--- config.mk ---
export PLATFORM = sky130hd
export DESIGN_NAME = rtc_bus_arbiter
export DESIGN_NICKNAME = d
export VERILOG_FILES = /design/src/rtl/rtc_bus_arbiter.sv
export SDC_FILE = /design/constraint.sdc
export NUM_CORES = 1
export LEC_CHECK = 0
export ABC_CLOCK_PERIOD_IN_PS = 1600
export CORE_MARGIN = 1.5
export CORE_UTILIZATION = 32
export DETAILED_ROUTE_END_ITERATION = 16
export GPL_TIMING_DRIVEN = 0
export PLACE_DENSITY = 0.73
export SETUP_SLACK_MARGIN = 0.3
export SYNTH_ARGS = -nofsm -noshare
export SYNTH_HDL_FRONTEND = slang
export SYNTH_SLANG_ARGS = --single-unit
--- constraint.sdc ---
create_clock -name clk -period 1.6 [get_ports clk]
set_clock_uncertainty 0.1 [all_clocks]
set_input_delay 0.16 -clock clk [delete_from_list [all_inputs] [get_ports clk]]
set_output_delay 0.16 -clock clk [all_outputs]
set_load 0.1 [all_outputs]
--- src/rtl/rtc_bus_arbiter.sv ---
// rtc_bus_arbiter: fixed-priority sequencer that feeds the single RTC transaction engine.
// One registered transaction is in flight at a time, and a forced bus-turnaround gap follows it.
module rtc_bus_arbiter #(
  parameter int N_REQ   = 5,
  parameter int AW      = 8,
  parameter int DW      = 8,
  parameter int TIMEOUT = 255,
  parameter int GAP_CYC = 4
) (
  input  logic                clk,
  input  logic                Reset,
  input  logic [N_REQ-1:0]    req,
  input  logic [N_REQ-1:0]    req_wr,
  input  logic [N_REQ*AW-1:0] req_addr,
  input  logic [N_REQ*DW-1:0] req_wdata,
  output logic [N_REQ-1:0]    gnt,
  output logic [N_REQ-1:0]    done,
  output logic                err,
  output logic [DW-1:0]       rdata,
  output logic                busy,
  output logic                txn_start,
  output logic                txn_wr,
  output logic [AW-1:0]       txn_addr,
  output logic [DW-1:0]       txn_wdata,
  input  logic                txn_done,
  input  logic [DW-1:0]       txn_rdata
);

  localparam int         IW       = (N_REQ > 1) ? $clog2(N_REQ) : 1;
  localparam logic [7:0] TMO_LAST = 8'(TIMEOUT - 1);
  localparam logic [3:0] GAP_LAST = 4'(GAP_CYC - 1);

  typedef enum logic [2:0] {
    ST_IDLE  = 3'd0,
    ST_ISSUE = 3'd1,
    ST_WAIT  = 3'd2,
    ST_DONE  = 3'd3,
    ST_GAP   = 3'd4
  } state_t;

  state_t           state_r;
  logic [IW-1:0]    sel_r;
  logic [7:0]       tmo_cnt_r;
  logic [3:0]       gap_cnt_r;
  logic [N_REQ-1:0] gnt_r;
  logic [N_REQ-1:0] done_r;
  logic             err_r;
  logic [DW-1:0]    rdata_r;
  logic             busy_r;
  logic             txn_start_r;
  logic             txn_wr_r;
  logic [AW-1:0]    txn_addr_r;
  logic [DW-1:0]    txn_wdata_r;

  logic [IW-1:0]    pick_s;
  logic             pick_wr_s;
  logic [AW-1:0]    pick_addr_s;
  logic [DW-1:0]    pick_wdata_s;

  // Index 0 has the highest priority, so the lowest set bit wins.
  function automatic logic [IW-1:0] lowest_set(input logic [N_REQ-1:0] r);
    logic [IW-1:0] idx;
    idx = {IW{1'b0}};
    for (int i = N_REQ - 1; i >= 0; i--) begin
      idx = r[i] ? IW'(i) : idx;
    end
    return idx;
  endfunction

  function automatic logic [N_REQ-1:0] to_onehot(input logic [IW-1:0] idx);
    logic [N_REQ-1:0] oh;
    oh      = {N_REQ{1'b0}};
    oh[idx] = 1'b1;
    return oh;
  endfunction

  // Winner selection and operand mux for the requester that would be granted this cycle.
  always_comb begin
    pick_s       = lowest_set(req);
    pick_wr_s    = req_wr[pick_s];
    pick_addr_s  = req_addr[int'(pick_s) * AW +: AW];
    pick_wdata_s = req_wdata[int'(pick_s) * DW +: DW];
  end

  // Sequencer FSM; every output is a register updated on the transition into its state.
  always_ff @(posedge clk) begin
    if (Reset) begin
      state_r     <= ST_IDLE;
      sel_r       <= {IW{1'b0}};
      tmo_cnt_r   <= 8'd0;
      gap_cnt_r   <= 4'd0;
      gnt_r       <= {N_REQ{1'b0}};
      done_r      <= {N_REQ{1'b0}};
      err_r       <= 1'b0;
      rdata_r     <= {DW{1'b0}};
      busy_r      <= 1'b0;
      txn_start_r <= 1'b0;
      txn_wr_r    <= 1'b0;
      txn_addr_r  <= {AW{1'b0}};
      txn_wdata_r <= {DW{1'b0}};
    end else begin
      case (state_r)
        ST_IDLE: begin
          if (|req) begin
            sel_r       <= pick_s;
            txn_wr_r    <= pick_wr_s;
            txn_addr_r  <= pick_addr_s;
            txn_wdata_r <= pick_wdata_s;
            txn_start_r <= 1'b1;
            gnt_r       <= to_onehot(pick_s);
            busy_r      <= 1'b1;
            tmo_cnt_r   <= 8'd0;
            state_r     <= ST_ISSUE;
          end else begin
            state_r     <= ST_IDLE;
          end
        end
        ST_ISSUE: begin
          txn_start_r <= 1'b0;
          state_r     <= ST_WAIT;
        end
        ST_WAIT: begin
          // A completion on the final permitted cycle still counts as success.
          if (txn_done) begin
            rdata_r <= txn_rdata;
            done_r  <= to_onehot(sel_r);
            err_r   <= 1'b0;
            state_r <= ST_DONE;
          end else if (tmo_cnt_r == TMO_LAST) begin
            rdata_r <= {DW{1'b0}};
            done_r  <= to_onehot(sel_r);
            err_r   <= 1'b1;
            state_r <= ST_DONE;
          end else begin
            tmo_cnt_r <= tmo_cnt_r + 8'd1;
          end
        end
        ST_DONE: begin
          done_r    <= {N_REQ{1'b0}};
          err_r     <= 1'b0;
          gnt_r     <= {N_REQ{1'b0}};
          gap_cnt_r <= 4'd0;
          state_r   <= ST_GAP;
        end
        ST_GAP: begin
          if (gap_cnt_r == GAP_LAST) begin
            busy_r  <= 1'b0;
            state_r <= ST_IDLE;
          end else begin
            gap_cnt_r <= gap_cnt_r + 4'd1;
          end
        end
        default: begin
          state_r     <= ST_IDLE;
          gnt_r       <= {N_REQ{1'b0}};
          done_r      <= {N_REQ{1'b0}};
          err_r       <= 1'b0;
          busy_r      <= 1'b0;
          txn_start_r <= 1'b0;
        end
      endcase
    end
  end

  assign gnt       = gnt_r;
  assign done      = done_r;
  assign err       = err_r;
  assign rdata     = rdata_r;
  assign busy      = busy_r;
  assign txn_start = txn_start_r;
  assign txn_wr    = txn_wr_r;
  assign txn_addr  = txn_addr_r;
  assign txn_wdata = txn_wdata_r;

endmodule

## After elaboration in Yosys (flattened, before gate mapping)

Index checks and enable logic that the tools add are counted.
Widths: inputs -> output; s select.

| cells by class | value |
|---|---|
| $add $sub $neg | 2 |
| shift operators | 2 |
| magnitude comparators | 4 |
| reduce and logical (&&, ||, !) cells | 20 |
| multiplexer cells | 36 |
| equality and inequality tests | 12 |
| bitwise gates (word level) | 4 |

Operator list:

| kind | number |
|---|---|
| $shiftx 40x7->8 | 2 |
| $mux 8 | 5 |
| $mux 3 | 8 |
| $pmux 5 s2 | 2 |
| $pmux 8 s2 | 1 |
| $mux 5 | 3 |
| $pmux 3 s5 | 1 |
| $reduce_and 2->1 | 7 |
| $reduce_or 3->1 | 4 |
| $ne 2x2->1 const B | 5 |
| $add 8x1->8 const B | 1 |
| $eq 8x8->1 const B | 1 |
| $lt 3x4->1 const B | 2 |
| $mux 1 | 8 |
| $pmux 4 s2 | 1 |
| $demux 1 s3 | 2 |
| $eq 3x2->1 const B | 2 |
| $ge 3x1->1 const B | 2 |
| $reduce_bool 2->1 | 3 |
| $reduce_or 5->1 | 1 |
| $add 4x1->4 const B | 1 |
| $eq 4x2->1 const B | 1 |
| $mux 4 | 1 |
| $not 1->1 | 4 |
| other kinds (10) | 12 |

| word-level totals | value |
|---|---|
| logic and storage cells | 93 |
| flip-flop bits (word level) | 56 |
| output and inout bits | 38 |
| bits of input ports | 101 |

## Longest topological paths before layout

Gate-level depths: netlist of run 1.

| logic depth | value |
|---|---|
| depth after elaboration | 11 |
| mapped depth | 7 |

## Worst setup path after synthesis of run 1

OpenSTA, ideal clock, no wires.

| path | value |
|---|---|
| kind | reg2reg |
| from | reg tmo_cnt_r[0] |
| to | reg rdata_r[0] (netlist: rdata[0]) |
| cell stages (with the launch flop) | 7 |
| path buffers | 0 |
| arrival time | 1.522 ns |
| setup time | 0.062 ns |
| slack | -0.085 ns |
| period minus slack after synthesis | 1.685 ns |
| path through | dfxtp_1 -> inv_1 -> ha_1 -> a41oi_1 -> nor2_1 -> nor2_1 -> a22o_1 |

| on the way | value |
|---|---|
| word-level cells in the longest chain between the ends | 3 |

RTL lines:

| item | line | text |
|---|---|---|
| start, declared | 43 | `logic [7:0] tmo_cnt_r;` |
| start signal, assigned | 135 | `tmo_cnt_r <= tmo_cnt_r + 8'd1;` |
| $eq 8x8->1 | 129 | `end else if (tmo_cnt_r == TMO_LAST) begin` |
| $reduce_bool 2->1 (no source line) | n/a |  |
| $reduce_and 2->1 (no source line) | n/a |  |
| end signal, assigned | 95 | `rdata_r <= {DW{1'b0}};` |
| end signal, assigned | 125 | `rdata_r <= txn_rdata;` |
| end signal, assigned | 130 | `rdata_r <= {DW{1'b0}};` |
| end, declared | 48 | `logic [DW-1:0] rdata_r;` |

No other way between the ends.
A chain may end at the register's enable or synchronous reset.

## Worst setup path after layout of run 1

| path | value |
|---|---|
| from | reg state_r[2] |
| to | reg tmo_cnt_r[7] |

| on the way | value |
|---|---|
| word-level cells in the longest chain between the ends | 3 |

RTL lines:

| item | line | text |
|---|---|---|
| start, declared | 41 | `state_t state_r;` |
| start signal, assigned | 88 | `state_r <= ST_IDLE;` |
| start signal, assigned | 113 | `state_r <= ST_ISSUE;` |
| start signal, assigned | 115 | `state_r <= ST_IDLE;` |
| $eq 3x2->1 or $logic_not 3->1 (tied branches) | 102 | `case (state_r)` |
| $ne 2x2->1 (no source line) or $reduce_bool 2->1 (tied branches) | n/a |  |
| $reduce_and 4->1 (no source line) | n/a |  |

Parallel ways exist; a longest one is shown, timed or not.

==> results of run 1 <==
==> flip-flops by register name, indices dropped and copies added (netlist names) <==
name,flops
done,5
state_r,3
sel_r,3
txn_addr,8
err,1
gap_cnt_r,4
gnt,5
txn_wr,1
tmo_cnt_r,8
txn_wdata,8
busy,1
txn_start,1
rdata,8
==> routing by layer <==
metal	up-vias	global-route usage, %	routed length, um
li1	1607	-	-
met1	1613	27.54	4379
met2	110	39.55	5508
met3	17	4.304	528
met4	0	5.918	165
met5	-	0	0
==> kinds of logic (layout without fill, tap and decap cells) <==
logic type / after synthesis / in the layout
DFF: 56 / 56
xor gates and xnor gates: 5 / 5
adders and majority gates: 3 / 3
AOI/OAI and AO/OA: 134 / 134
muxes: 3 / 3
buffers and inverters: 31 / 205
and+or+nand+nor: 108 / 108
==> tightest hold or removal path, cell delays in order <==
cell,delay [ns]
clkdlybuf4s15_2,0.21
nor2_1,0.06
nand2_1,0.06
a211oi_1,0.06
==> through the flow <==
stage / total power [mW] / instances
3_3_place_gp: 6.439 / 582
3_5_place_dp: 6.498 / 582
4_1_cts: 8.352 / 616
6_report: 8.497 / 619
5_1_grt: 8.854 / 619
2_1_floorplan: 5.294 / 340
==> cell usage in the layout (no fill, tap or decap), drive strengths merged, types with 3 or more instances in the layout <==
master         synthesis  layout
clkdlybuf4s15          0       3
and2                   3       3
a32o                   3       3
o211ai                 3       3
inv                    7       7
clkbuf                15      21
nand3                  4       4
nor2                  26      26
xnor2                  4       4
a211oi                 3       3
nand3b                18      18
nand2                 36      36
ha                     3       3
o21ai                 21      21
a22o                   9       9
nor2b                  4       4
dfxtp                 56      56
nor3                   5       5
mux2i                  3       3
a21oi                 64      64
buf                    9      76
a221oi                17      17
clkdlybuf4s50          0      94
==> power by group <==
part           switching [mW]  leakage (nW)  total, mW  internal, mW
Sequential              0.253         0.463       2.01          1.76
Combinational            3.62          1.39       5.57          1.94
Clock                   0.470        0.0501      0.921         0.451
==> area by class of cell <==
cell class,count,area (um2),area share (%)
sequential,56,1136,23.04
multi-input combinational,253,1783,36.16
inverter,7,26.28,0.5329
buffer,24,187.7,3.806
clock inverter,1,30.03,0.6090
timing repair buffer,168,1568,31.79
tap,105,131.4,2.664
clock buffer,5,68.82,1.396
==> synthesized netlist by cell type (all sizes together) (5+ instances only) <==
cell,count
inv,7
a21oi,64
a221oi,17
nand2,36
clkbuf,15
nor3,5
o21ai,21
a22o,9
dfxtp,56
buf,9
nor2,26
nand3b,18
==> what timing repair did <==
action	4_1_cts	5_1_grt
setup endpoints to repair	93	55
gates resized for setup	308	13
setup buffers	26	3
pin swaps	18	11
gates cloned	2	0
==> final timing paths <==
kind / end / slack (ns)
worst max-delay path: tmo_cnt_r[7] / -0.12
worst min-delay path: sel_r[2] / 0.18
worst max register to register: tmo_cnt_r[7] / -0.12
worst min register to register: done[1] / 0.38
==> flow_summary.json, run 1 <==
{
  "status": "finished with violations",
  "violations": "negative setup slack",
  "tritoncts": "built",
  "finalSetupViolations": 27,
  "worst_hold_slack_ns": 0.1829,
  "synthesis.area_um2": 2793,
  "min_path_cells": 4,
  "ioPinCount": 139,
  "via_per_inst": 5.407,
  "postCtsHoldBufs": 0,
  "antennaDiodeCount": 0,
  "antenna_found_initial": 0,
  "critical_path_class": "reg2reg",
  "synthesis.nets": 444,
  "drt_iter0_drc": 135,
  "core_area_um2": 8341,
  "worst_slack_ns": -0.1223,
  "synthXorXnorAreaFrac_pct": 1.568,
  "postSynth.asyncResetShare_pct": 0,
  "synth_compound_area_share_pct": 31.00,
  "crit_slowest_cell": "dfxtp_2",
  "root_buffer": "clkbuf_8",
  "drive_gt1_share_pct": 30.35,
  "arrival_ns": 1.84,
  "cts_max_level": 2,
  "fillers": 756,
  "yosysUniqueCellTypes": 45,
  "wl_per_cell_um": 17.09,
  "min-delay-start": "req[3]",
  "rsz0062_at_grt": "true",
  "crit_buf_inv": 2,
  "postRouteAntennaNets": 0,
  "setup.worst_path.start": "state_r[2]",
  "die_area_um2": 9297,
  "post-route-cell-area_um2": 4931,
  "p_leak_nw": 1.903,
  "yosys.area_share.simple_pct": 20.34,
  "place_ws_ns": -0.9401,
  "first_pass_iters": 4,
  "clk-insertion-delay-late_ns": 0.31,
  "drc": 0,
  "r2r_cells": 7,
  "area_delta_synth_final_pct": 76.57,
  "synth_top_family_by_area": "compound AO/OA/AOI/OAI gates",
  "die_h_um": 96.42,
  "num_vias": 3347,
  "synth_edf_count": 0,
  "worst_pin_slew_ns": 0.6468,
  "io_buffers": 137,
  "nNetsFinal": 619,
  "synthAdderAreaFrac_pct": 1.344,
  "relSlewSlack_pct": 56.88,
  "cp.required_ns": 1.72,
  "min_path_type": "in2reg",
  "synthMuxAreaShare_pct": 1.075,
  "globalRoute.totalOverflow": 0,
  "finalHoldViolCount": 0,
  "path_clk_slew_ns": 0.10,
  "fin_crit_sh_pct": 107.6,
  "grt_pass1_vias": 3248,
  "drv_slew": 0,
  "path_depth": 7,
  "fin_util_pct": 59.12,
  "cts_sinks": 56,
  "grt_max_degree": 16,
  "cpLargestDelayFamily": "compound AO/OA/AOI/OAI gates",
  "cts_buffers": 5,
  "synth_top_area_share_pct": 40.14,
  "period_needed_ns": 1.722,
  "cp-end-kind": "register",
  "wirelength_um": 10580,
  "ys_seq_area_share_pct": 40.14,
  "place_area_um2": 4368,
  "syn_avg_cell_area_um2": 8.214,
  "max_stage_delay_ns": 0.33,
  "grt_pass1_wl_um": 15870,
  "start_kind": "register",
  "tns_ns": -0.8969,
  "synth_area_leaders": "dfxtp_1 (40%), a21oi_1 (11%), a221oi_1 (5.3%), nand2_1 (4.8%), nand3b_1 (4.8%)",
  "worst_r2r_startpoint": "state_r[2]",
  "max_freq_ghz": 0.5806,
  "worstPathCellList": "buf_6 -> nor3_4 -> o21ai_4 -> buf_6 -> a2111oi_4 -> xnor2_1 -> nor2_1",
  "die_w_um": 96.42,
  "initial_utilization_pct": 33.48,
  "peakVddDrop_uv": 1146,
  "hpwl_um": 7172,
  "yosysTopAreaCell": "dfxtp_1",
  "cpMostUsedCell": "buf_6",
  "ys.flop_type": "dfxtp_1",
  "max_cap_viol_count": 0,
  "place_congestion": 0.8304,
  "crit_path_max_fanout": 7,
  "syn_inst": 340,
  "power.density_nw_per_um2": 1723,
  "ys_warn_count": 0,
  "clockBufferDepth": 2,
  "synth_seq_cells": 56,
  "rows": 33,
  "grt_util_all_layers_pct": 22.30
}
Power figures use the tool's default switching activity.
==> run 2, diff against run 1 <==
PLACE_DENSITY = 0.69   (was 0.73)
==> flow_summary.json, run 2 (synthesized netlist as in run 1, its figures left out) <==
{
  "postRouteAntennaNets": 0,
  "place_ws_ns": -0.9222,
  "grt_max_degree": 17,
  "layout_common_cells": "clkdlybuf4s50_1 (94), buf_4 (54), a21oi_1 (52)",
  "period_needed_ns": 1.693,
  "finalPower_mw": 8.893,
  "grt_pass1_wl_um": 15860,
  "drt_iter0_drc": 126,
  "wirelength_um": 10330,
  "place_congestion": 0.7931,
  "num_vias": 3289,
  "min_path_type": "in2reg",
  "power_frac_comb_pct": 66.8,
  "dp_cells": 582,
  "worst_pin_slew_ns": 0.6339,
  "violations": "negative setup slack",
  "sw_frac_of_total_pct": 50.16,
  "cts_buffers": 5,
  "critical_path_class": "reg2reg",
  "pwr-share-clk_pct": 10.6,
  "p_int_mw": 4.432,
  "clockBufferDepth": 2,
  "cts_max_level": 2,
  "antenna_found_initial": 1,
  "max_freq_ghz": 0.5906,
  "crit_path_max_fanout": 8,
  "hpwl_um": 7072,
  "status": "finished with violations",
  "first_pass_iters": 4,
  "tritoncts": "built",
  "finalHoldViolCount": 0,
  "wl_per_cell_um": 16.77,
  "final_common_cell": "clkdlybuf4s50_1",
  "cp-endpoint": "tmo_cnt_r[7]",
  "rrSetupSlack_ns": -0.09,
  "die_area_um2": 9297,
  "globalRoute.totalOverflow": 0,
  "finalSetupViolations": 27,
  "ioPinCount": 139,
  "seqPwrFrac_pct": 22.6,
  "fin_crit_sh_pct": 105.8,
  "nNetsFinal": 613,
  "cp-end-kind": "register",
  "core_area_um2": 8341,
  "worst_r2r_startpoint": "state_r[2]",
  "clk-insertion-delay-late_ns": 0.31,
  "r2r_cells": 7,
  "peakVddDrop_uv": 1256,
  "area_delta_synth_final_pct": 77.55,
  "setup.worst_path.start": "state_r[2]",
  "root_buffer": "clkbuf_8",
  "path_clk_slew_ns": 0.10,
  "via_per_inst": 5.339,
  "initial_utilization_pct": 33.48,
  "rows": 33,
  "start_kind": "register",
  "drive_gt1_share_pct": 30.39,
  "grt_pass1_vias": 3247,
  "fin_util_pct": 59.45,
  "arrival_ns": 1.81,
  "min-delay-start": "req[3]",
  "io_buffers": 137,
  "rsz0062_at_grt": "true",
  "relSlewSlack_pct": 57.74,
  "stdcell_count": 616,
  "cp.required_ns": 1.72,
  "reg2reg_to": "tmo_cnt_r[7]",
  "cts_sinks": 56,
  "switchingPower_mw": 4.461,
  "max_cap_viol_count": 0,
  "p_leak_nw": 1.890,
  "die_w_um": 96.42,
  "power.density_nw_per_um2": 1793,
  "worst_slack_ns": -0.09312,
  "tns_ns": -0.7792,
  "fillers": 734,
  "die_h_um": 96.42,
  "grt_util_all_layers_pct": 22.16,
  "drc": 0,
  "drv_slew": 0
}
==> run 2: cell count changes in the layout (fill, tap and decap cells not counted), sizes merged <==
cell    change
diode       +1
bufbuf      -1
clkinv      +1
buf         -4
==> run 2: power groups by stage <==
stage / sequential [mW] / clock [mW] / combinational, mW
after floorplan: 3.90 / 0 / 1.39
after global placement: 1.99 / 0 / 4.47
after detailed placement: 1.99 / 0 / 4.51
after CTS: 2.00 / 0.961 / 5.71
after global routing: 2.05 / 1.02 / 6.18
final: 2.01 / 0.944 / 5.94
==> run 2: critical path: stages (launching register included) <==
cell and delay [ns]:
dfxtp_2 0.33, buf_6 0.13, nor3_4 0.23, o21ai_4 0.09, buf_6 0.14, a2111oi_4 0.36
xnor2_1 0.15, nor2_1 0.05
==> run 2: worst min path at each step <==
stage,depth (start not counted),end
finish,4,sel_r[2]
detailed placement,1,rdata[2]
CTS,4,sel_r[2]
global route,4,sel_r[2]
global placement,1,done[1]
floorplan,1,rdata[0]
==> run 2: metal layers <==
metal	share of wire [%]	vias to the layer above	global-route usage (%)
li1	-	1604	-
met5	0	-	0
met1	44	1589	27.03
met4	0.45	0	4.348
met2	51	88	40.02
met3	4.6	8	4.851
==> run 2: metrics by stage <==
stage | cell area (um2) | hold WS, ns
6_report | 4959 | 0.1760
5_1_grt | 4959 | 0.1793
4_1_cts | 4871 | 0.1600
3_5_place_dp | 4368 | 0.3648
3_3_place_gp | 4368 | 0.3551
2_1_floorplan | 2865 | 0.1857
==> run 2: timing repair <==
item | 4_1_cts | 5_1_grt
setup buffers | 18 | 4
pin swaps | 23 | 10
resized for setup | 320 | 14
gates cloned | 3 | 0
endpoints found under the setup margin | 93 | 56
hold buffers | 0 | 0
==> run 2: final cells by class <==
cell class	count	area (um2)	share of cell area, %
multi-input combinational	253	1799	36.29
timing repair buffer	162	1545	31.16
sequential	56	1139	22.96
buffer	24	207.7	4.189
tap	105	131.4	2.650
clock buffer	6	72.57	1.464
clock inverter	2	35.03	0.7065
inverter	7	26.28	0.5299
antenna	1	2.502	0.05047
